<file path="src/rtl/program_loader.sv">
// ============================================================================
// program_loader
// Boot-time byte-stream loader: length header, data bytes, XOR checksum,
// written byte-wise into instruction RAM while the core is held in reset.
// Revision: 1.0
// ============================================================================
`default_nettype none

module program_loader #(
    parameter int ADDR_WIDTH = 10
) (
    input  logic                  clock,
    input  logic                  reset,
    input  logic                  rx_valid,
    input  logic [7:0]            rx_data,
    output logic                  rx_ready,
    input  logic                  restart,
    output logic                  imem_we,
    output logic [ADDR_WIDTH-1:0] imem_addr,
    output logic [7:0]            imem_wdata,
    output logic                  core_reset,
    output logic                  load_done,
    output logic                  load_error
);

    localparam logic [16:0] c_MAX_WORDS = 17'(2 ** (ADDR_WIDTH - 2));
    localparam int          c_CNT_W     = ADDR_WIDTH + 2;

    typedef enum logic [2:0] {
        S_LEN_HI = 3'd0,
        S_LEN_LO = 3'd1,
        S_DATA   = 3'd2,
        S_CSUM   = 3'd3,
        S_DONE   = 3'd4,
        S_ERROR  = 3'd5
    } state_t;

    state_t               r_state;
    state_t               w_state_next;
    logic [7:0]           r_len_hi;
    logic [15:0]          r_len;
    logic [7:0]           r_csum;
    logic [c_CNT_W-1:0]   r_byte_cnt;

    logic                 w_accept;
    logic [15:0]          w_len_full;
    logic [c_CNT_W-1:0]   w_cnt_inc;
    logic                 w_last_byte;

    assign w_accept    = rx_valid & rx_ready;
    assign w_len_full  = {r_len_hi, rx_data};
    assign w_cnt_inc   = r_byte_cnt + 1'b1;
    // Byte count is wide enough that LEN*4 never wraps for any legal LEN
    assign w_last_byte = (18'(w_cnt_inc) == {r_len, 2'b00});

    always_comb begin
        rx_ready = 1'b0;
        if (reset) begin
            case (r_state)
                S_LEN_HI, S_LEN_LO, S_DATA, S_CSUM: rx_ready = 1'b1;
                default:                            rx_ready = 1'b0;
            endcase
        end
    end

    always_comb begin
        w_state_next = r_state;
        case (r_state)
            S_LEN_HI: begin
                if (w_accept) w_state_next = S_LEN_LO;
            end
            S_LEN_LO: begin
                if (w_accept) begin
                    if ({1'b0, w_len_full} > c_MAX_WORDS) w_state_next = S_ERROR;
                    else if (w_len_full == 16'd0)         w_state_next = S_CSUM;
                    else                                  w_state_next = S_DATA;
                end
            end
            S_DATA: begin
                if (w_accept && w_last_byte) w_state_next = S_CSUM;
            end
            S_CSUM: begin
                if (w_accept) w_state_next = (rx_data == r_csum) ? S_DONE : S_ERROR;
            end
            S_DONE, S_ERROR: begin
                if (restart) w_state_next = S_LEN_HI;
            end
            default: w_state_next = S_LEN_HI;
        endcase
    end

    always_ff @(posedge clock) begin
        if (!reset) begin
            r_state    <= S_LEN_HI;
            r_len_hi   <= 8'd0;
            r_len      <= 16'd0;
            r_csum     <= 8'd0;
            r_byte_cnt <= '0;
            imem_we    <= 1'b0;
            imem_addr  <= '0;
            imem_wdata <= 8'd0;
            core_reset <= 1'b1;
            load_done  <= 1'b0;
            load_error <= 1'b0;
        end else begin
            r_state <= w_state_next;
            imem_we <= 1'b0;
            case (r_state)
                S_LEN_HI: begin
                    if (w_accept) r_len_hi <= rx_data;
                end
                S_LEN_LO: begin
                    if (w_accept) begin
                        r_len      <= w_len_full;
                        r_byte_cnt <= '0;
                        r_csum     <= 8'd0;
                    end
                end
                S_DATA: begin
                    if (w_accept) begin
                        imem_we    <= 1'b1;
                        imem_addr  <= r_byte_cnt[ADDR_WIDTH-1:0];
                        imem_wdata <= rx_data;
                        r_csum     <= r_csum ^ rx_data;
                        r_byte_cnt <= w_cnt_inc;
                    end
                end
                default: ;
            endcase
            // Core leaves reset only after a full cycle in DONE, so the final RAM write lands first
            core_reset <= !((r_state == S_DONE) && (w_state_next == S_DONE));
            load_done  <= (w_state_next == S_DONE);
            load_error <= (w_state_next == S_ERROR);
        end
    end

endmodule

`default_nettype wire

</file>
<file path="config.mk">
export PLATFORM = sky130hd
export DESIGN_NAME = program_loader
export DESIGN_NICKNAME = d
export VERILOG_FILES = /design/src/rtl/program_loader.sv
export SDC_FILE = /design/constraint.sdc
export NUM_CORES = 1
export LEC_CHECK = 0
export BUFFER_PORTS_ARGS = -buffer_cell sky130_fd_sc_hd__buf_4
export CAP_MARGIN = 15
export CORE_ASPECT_RATIO = 2
export CORE_MARGIN = 2
export CORE_UTILIZATION = 52
export CTS_BUF_LIST = sky130_fd_sc_hd__clkbuf_16
export CTS_CLUSTER_DIAMETER = 30
export DETAILED_ROUTE_END_ITERATION = 16
export PLACE_DENSITY_LB_ADDON = 0.1
export SLEW_MARGIN = 10
export SYNTH_ARGS = -nofsm -noshare
export SYNTH_HDL_FRONTEND = slang
export SYNTH_SLANG_ARGS = --single-unit
</file>
<file path="constraint.sdc">
create_clock -name clock -period 2.1 [get_ports clock]
set_input_delay 0.105 -clock clock [delete_from_list [all_inputs] [get_ports clock]]
set_output_delay 0.105 -clock clock [all_outputs]
set_load 0.005 [all_outputs]
</file>
==> run metrics, run 1 <==
Synth Warn #=0; synth unique cells=54; Clk pin slew, worst setup/hold paths=0.06 ns; crit-path leading delay family=simple AND/OR/NAND/NOR gates; Worst path slowest cell=or4b_1; antenna cells=0; hold buffers post-CTS=0; status=finished clean; RSZ-0062 raised after global routing=no; design area=4080 um2; crit path kind=flip-flop to flip-flop; Cells after Synth=395; aggregate global routing overflow=0; port bufs=34; Row Count=41; clk buf depth=2; Vias=2820; dominant synthesized flop cell=dfxtp_1; Total GRT Usage=0.254; Placed Area=3680 um2; initial core utilization=0.531; CP cell instances=ha_1 -> or4b_1 -> nor4_2 -> o2111a_1 -> nand4_1 -> o2bb2ai_1; Area contributors post-synth=dfxtp_1, a21boi_0, nand2_1, xnor2_1, nor2b_1; Skew-Pair Late Insertion Delay=0.34 ns; critical path's largest stage delay=0.46 ns; syn_nets=409; EDFF count, synth=0; Layout Skew=0.00631 ns; Cell Pwr Density=845 nW/um2; Routed Wire Length=8.31 mm; die height=117 um; initial antenna violation count=0; async set-reset flop share out of synthesis=0; post-CTS setup repair buffer count=0; Core ar.=6260 um2; Vias/cell=5.40; top cells by count, synth=nand2_1, dfxtp_1, a21boi_0, nor2_1, o21ai_0; average size of a mapped cell=8.41 um2; startpoint types=flip-flop; CTS tree=done; Hold Path Class=input pin to flip-flop; leakage power=1.48 nW; Pins Over Slew Limit=0; DRC=0; H-tree depth=3; most common cell in the netlist=nand2_1; Crit Path Max Fanout=7; Peak Freq=498 MHz; min cycle time layout=2.01 ns; post-synth top area share=0.416; # clock sinks=69; Ports=35; final cycle utilization of the critical path=0.956; Root Driver=clkbuf_16; WP data required=2.35 ns; Hold Fails Final Rpt=0; largest net degree at the start of global routing=53; WL/cell=15.9 um; share of layout cells above drive strength 1=0.193; chip width=60.5 um; CP Capture Type=flip-flop; Routed Antenna Nets=0; Slew @ Worst Pin=0.606 ns; Crit path buffers/inverters=0; Final TNS setup=0 ns; synthesized flop and latch total=69; Detail Placement HPWL=6.01 mm; first-pass GRT wire length=13.0 mm; post-synthesis sequential area ratio=0.416; leading area contributor after synthesis=dfxtp_1; maximum vdd drop=0.508 mV; drt pass-1 iters=4; Max Cap Viol=0; total CTS buffers=9; GP Congestion=0.948; Setup violations, final=0; Rel. slew slack=0.595; vias in the first global route=2669; crit path DAT=2.26 ns; Area Overhead vs Synth=22.6%; Fill cells=554; fin nets=445; synthesized area=3320 um2; First DRT Iteration DRCs=147; DIE AREA=7080 um2
-- cells in the final DEF, fill, tap and decap left out, drive strengths merged, types with 4 or more instances in the layout --
master | Yosys | final
a21boi | 48 | 48
a21oi | 8 | 8
buf | 15 | 52
bufinv | 0 | 4
clkbuf | 12 | 9
dfxtp | 69 | 69
inv | 4 | 5
mux2i | 9 | 9
nand2 | 82 | 82
nand3 | 6 | 6
nand4 | 5 | 5
nor2 | 21 | 21
nor2b | 16 | 16
nor3 | 5 | 5
o21a | 5 | 5
o21ai | 20 | 20
or2 | 7 | 7
or3 | 4 | 4
or4 | 5 | 5
xnor2 | 16 | 16
-- logic make-up (layout without fill, tap and decap cells) --
group | count (synthesis) | count (layout) | share of synthesized area
fa+ha+maj | 2 | 2 | 0.00753
simple gates | 173 | 173 | 0.266
mux | 9 | 9 | 0.0271
buf+inv | 31 | 72 | 0.0433
compound gates | 92 | 92 | 0.190
flops | 69 | 69 | 0.416
xor+xnor | 19 | 19 | 0.0501
-- worst register-to-register path, stage by stage (launching register included) --
cell	delay, ns
dfxtp_1	0.44
ha_1	0.20
or4b_1	0.46
nor4_2	0.22
o2111a_1	0.25
nand4_1	0.13
o2bb2ai_1	0.23
-- state kept, by name, summed over array words and instances, names as in the netlist --
register and count:
r_csum 8, r_len_hi 8, imem_we 1, load_error 1
load_done 1, r_byte_cnt 12, imem_wdata 8, core_reset 1
imem_addr 10, r_len 16, r_state 3
-- path summary, 6_finish.rpt --
| check | slack [ns] | cells past startpoint | start | to |
|---|---|---|---|---|
| worst min register to register | 0.46 | 2 | imem_addr[7] | imem_addr[7] |
| worst max register to register | 0.09 | 6 | r_byte_cnt[0] | r_state[0] |
| worst min-delay path | 0.07 | 3 | rx_data[0] | r_len[0] |
| worst max-delay path | 0.09 | 6 | r_byte_cnt[0] | r_state[0] |
-- layout make-up --
type	count	area [um2]	share of cell area
Sequential cell	69	1380	0.339
Multi-Input combinational cell	295	1810	0.443
Clock buffer	9	225	0.0553
Clock inverter	7	145	0.0356
Timing Repair Buffer	52	394	0.0967
Tap cell	86	108	0.0264
Inverter	4	15.0	0.00368
-- timing repair --
| item | CTS | global route |
|---|---|---|
| setup endpoints to repair | 1 | 2 |
| resized for setup | 1 | 1 |
| pin swaps | 0 | 0 |
-- report_power, final --
part	switching, mW	internal, mW	leakage (nW)
combinational	0.115	0.0998	0.745
clock	0.591	1.29	0.176
sequential	0.0210	1.33	0.557
total	0.727	2.72	1.48
-- metrics by stage --
step / worst slack [ns] / instances / power [mW] / hold slack (ns) / utilization
2_1_floorplan: 0.325 / 395 / 1.51 / 0.250 / -
3_3_place_gp: -0.00356 / 505 / 1.59 / 0.419 / 0.589
3_5_place_dp: 0.00368 / 505 / 1.59 / 0.423 / 0.589
4_1_cts: 0.00138 / 521 / 3.47 / 0.0565 / 0.649
5_1_grt: 0.00647 / 522 / 3.54 / 0.0726 / 0.651
6_report: 0.0918 / 522 / 3.44 / 0.0699 / 0.651
-- metal layers --
| layer | GRT usage | routed length, um |
|---|---|---|
| met5 | 0 | 0 |
| met4 | 0.136 | 301 |
| met3 | 0.0505 | 250 |
| met2 | 0.467 | 4710 |
| met1 | 0.257 | 3040 |
Note: power is estimated with default switching activity, not from simulation.
==> inputs of run 2 (changes only) <==
- CELL_PAD_IN_SITES_DETAIL_PLACEMENT: unset -> 0
- CELL_PAD_IN_SITES_GLOBAL_PLACEMENT: unset -> 1
- CORE_UTILIZATION: 52 -> 25
==> run metrics, run 2 (synthesis gave the netlist of run 1 again) <==
min cycle time layout=1.93 ns (-0.0826 ns); Max Cap Viol=0 (unchanged); Hold WS=0.0686 ns (-0.00134 ns); final cycle utilization of the critical path=0.917 (-0.0393); total CTS buffers=9 (unchanged); WL/cell=17.3 um (+8.5%); Vias=2830 (+0.35%); Crit Path Max Fanout=7 (unchanged); Final TNS setup=0 ns (unchanged); Cell Pwr Density=730 nW/um2 (-14%); min setup slack post-route=0.174 ns (+0.0826 ns); Fill cells=1421 (+160%); pre-CTS setup slack=0.0932 ns (+0.0895 ns); # clock sinks=69 (unchanged); DRC=0 (unchanged); Core ar.=13000 um2 (+110%); WP data required=2.34 ns (about the same); status=finished clean; DIE AREA=14300 um2 (+100%); startpoint types=flip-flop; vias in the first global route=2908 (+9.0%); CP Capture Type=flip-flop; Multi-input gate area=1800 um2 (-0.35%); Skew-Pair Late Insertion Delay=0.34 ns (about the same); antenna cells=0 (unchanged); Hold Path Class=input pin to flip-flop; Clk pin slew, worst setup/hold paths=0.06 ns (about the same); Total GRT Usage=0.153 (-0.101); most frequent cells in the layout=nand2_1, dfxtp_1, buf_4; Detail Placement HPWL=7.67 mm (+28%); Row Count=59 (+44%); post-CTS setup repair buffer count=0 (unchanged); Layout Skew=0.00623 ns (-0.0000796 ns); H-tree depth=3 (unchanged); Vias/cell=4.77 (-12%); Routed Antenna Nets=0 (unchanged); Slew @ Worst Pin=0.496 ns (-0.110 ns); Setup violations, final=0 (unchanged); aggregate global routing overflow=0 (unchanged); max FFs per register=16 (unchanged); Rel. slew slack=0.669 (+0.0747); Area Overhead vs Synth=23.2%; Top Registers=r_len (16), r_byte_cnt (12), imem_addr (10); First DRT Iteration DRCs=93 (-37%); initial antenna violation count=0 (unchanged); Peak Freq=519 MHz (+4.3%); initial core utilization=0.256 (-0.275); CTS tree=done; commonest non-fill, non-tap cell in the layout=nand2_1; crit path kind=flip-flop to flip-flop; Ports=35 (unchanged); clk buf depth=2 (unchanged); Routed Wire Length=10.2 mm (+23%); most flop-heavy register=r_len; drt pass-1 iters=4 (unchanged); Sequential cell area=1380 um2 (unchanged); share of layout cells above drive strength 1=0.195 (+0.00235); leakage power=1.47 nW (-0.80%); largest net degree at the start of global routing=55 (+3.8%); die height=167 um (+43%); design area=4100 um2 (+0.49%); Pins Over Slew Limit=0 (unchanged); maximum vdd drop=0.385 mV (-24%); fin nets=450 (+1.1%); Placed Area=3820 um2 (+3.8%); Root Driver=clkbuf_16; GP Congestion=0.788 (-17%); crit path DAT=2.16 ns (-0.10 ns); first-pass GRT wire length=16.3 mm (+25%); chip width=85.5 um (+41%); port bufs=34 (unchanged); Hold Fails Final Rpt=0 (unchanged); RSZ-0062 raised after global routing=no
run 2: what timing repair did:
| item | in CTS | in global routing |
|---|---|---|
| hold buffers | 0 | 0 |
| gates resized for setup | 0 | 1 |
| setup endpoints to repair | 0 | 1 |
run 2: critical path, stage by stage (launching register included):
cell and delay (ns):
dfxtp_1 0.36, nor2b_1 0.21, or4b_1 0.44, nor4_1 0.36
o22ai_1 0.23, and2_1 0.22
run 2: final cells by class:
class                      instances  area share
timing repair buffer              57       0.108
multi-input combinational        295       0.440
clock buffer                       9      0.0550
sequential                        69       0.337
clock inverter                     7      0.0104
inverter                           4     0.00367
tap                              152      0.0464
run 2: worst paths after layout:
check,from,to,slack (ns),depth (start not counted)
hold reg to reg,r_len[13],r_len[13],0.46,2
setup / recovery,r_state[2],load_error,0.17,5
hold / removal,rx_data[0],r_len[0],0.07,3
setup reg to reg,r_state[2],load_error,0.17,5
run 2: metal layers:
layer  vias up  GRT usage  part of all wire
met2        37      0.291              0.58
met4         0     0.0828             0.034
met1      1342      0.153              0.37
met3        17     0.0218             0.017
li1       1434          -                 -
met5         -          0                 0
run 2: stage by stage:
step | instances | utilization | power, mW
after floorplan | 395 | - | 1.51
after global placement | 577 | 0.294 | 1.61
after detailed placement | 577 | 0.294 | 1.61
after CTS | 593 | 0.315 | 3.04
after global routing | 593 | 0.315 | 3.11
final | 593 | 0.315 | 2.99
run 2: where the power goes:
part           total [mW]  switching (mW)  leakage, nW  internal (mW)
clock                1.42           0.623        0.134          0.793
combinational       0.222           0.123        0.775         0.0993
sequential           1.35          0.0224        0.557           1.33
total                2.99           0.768         1.47           2.22
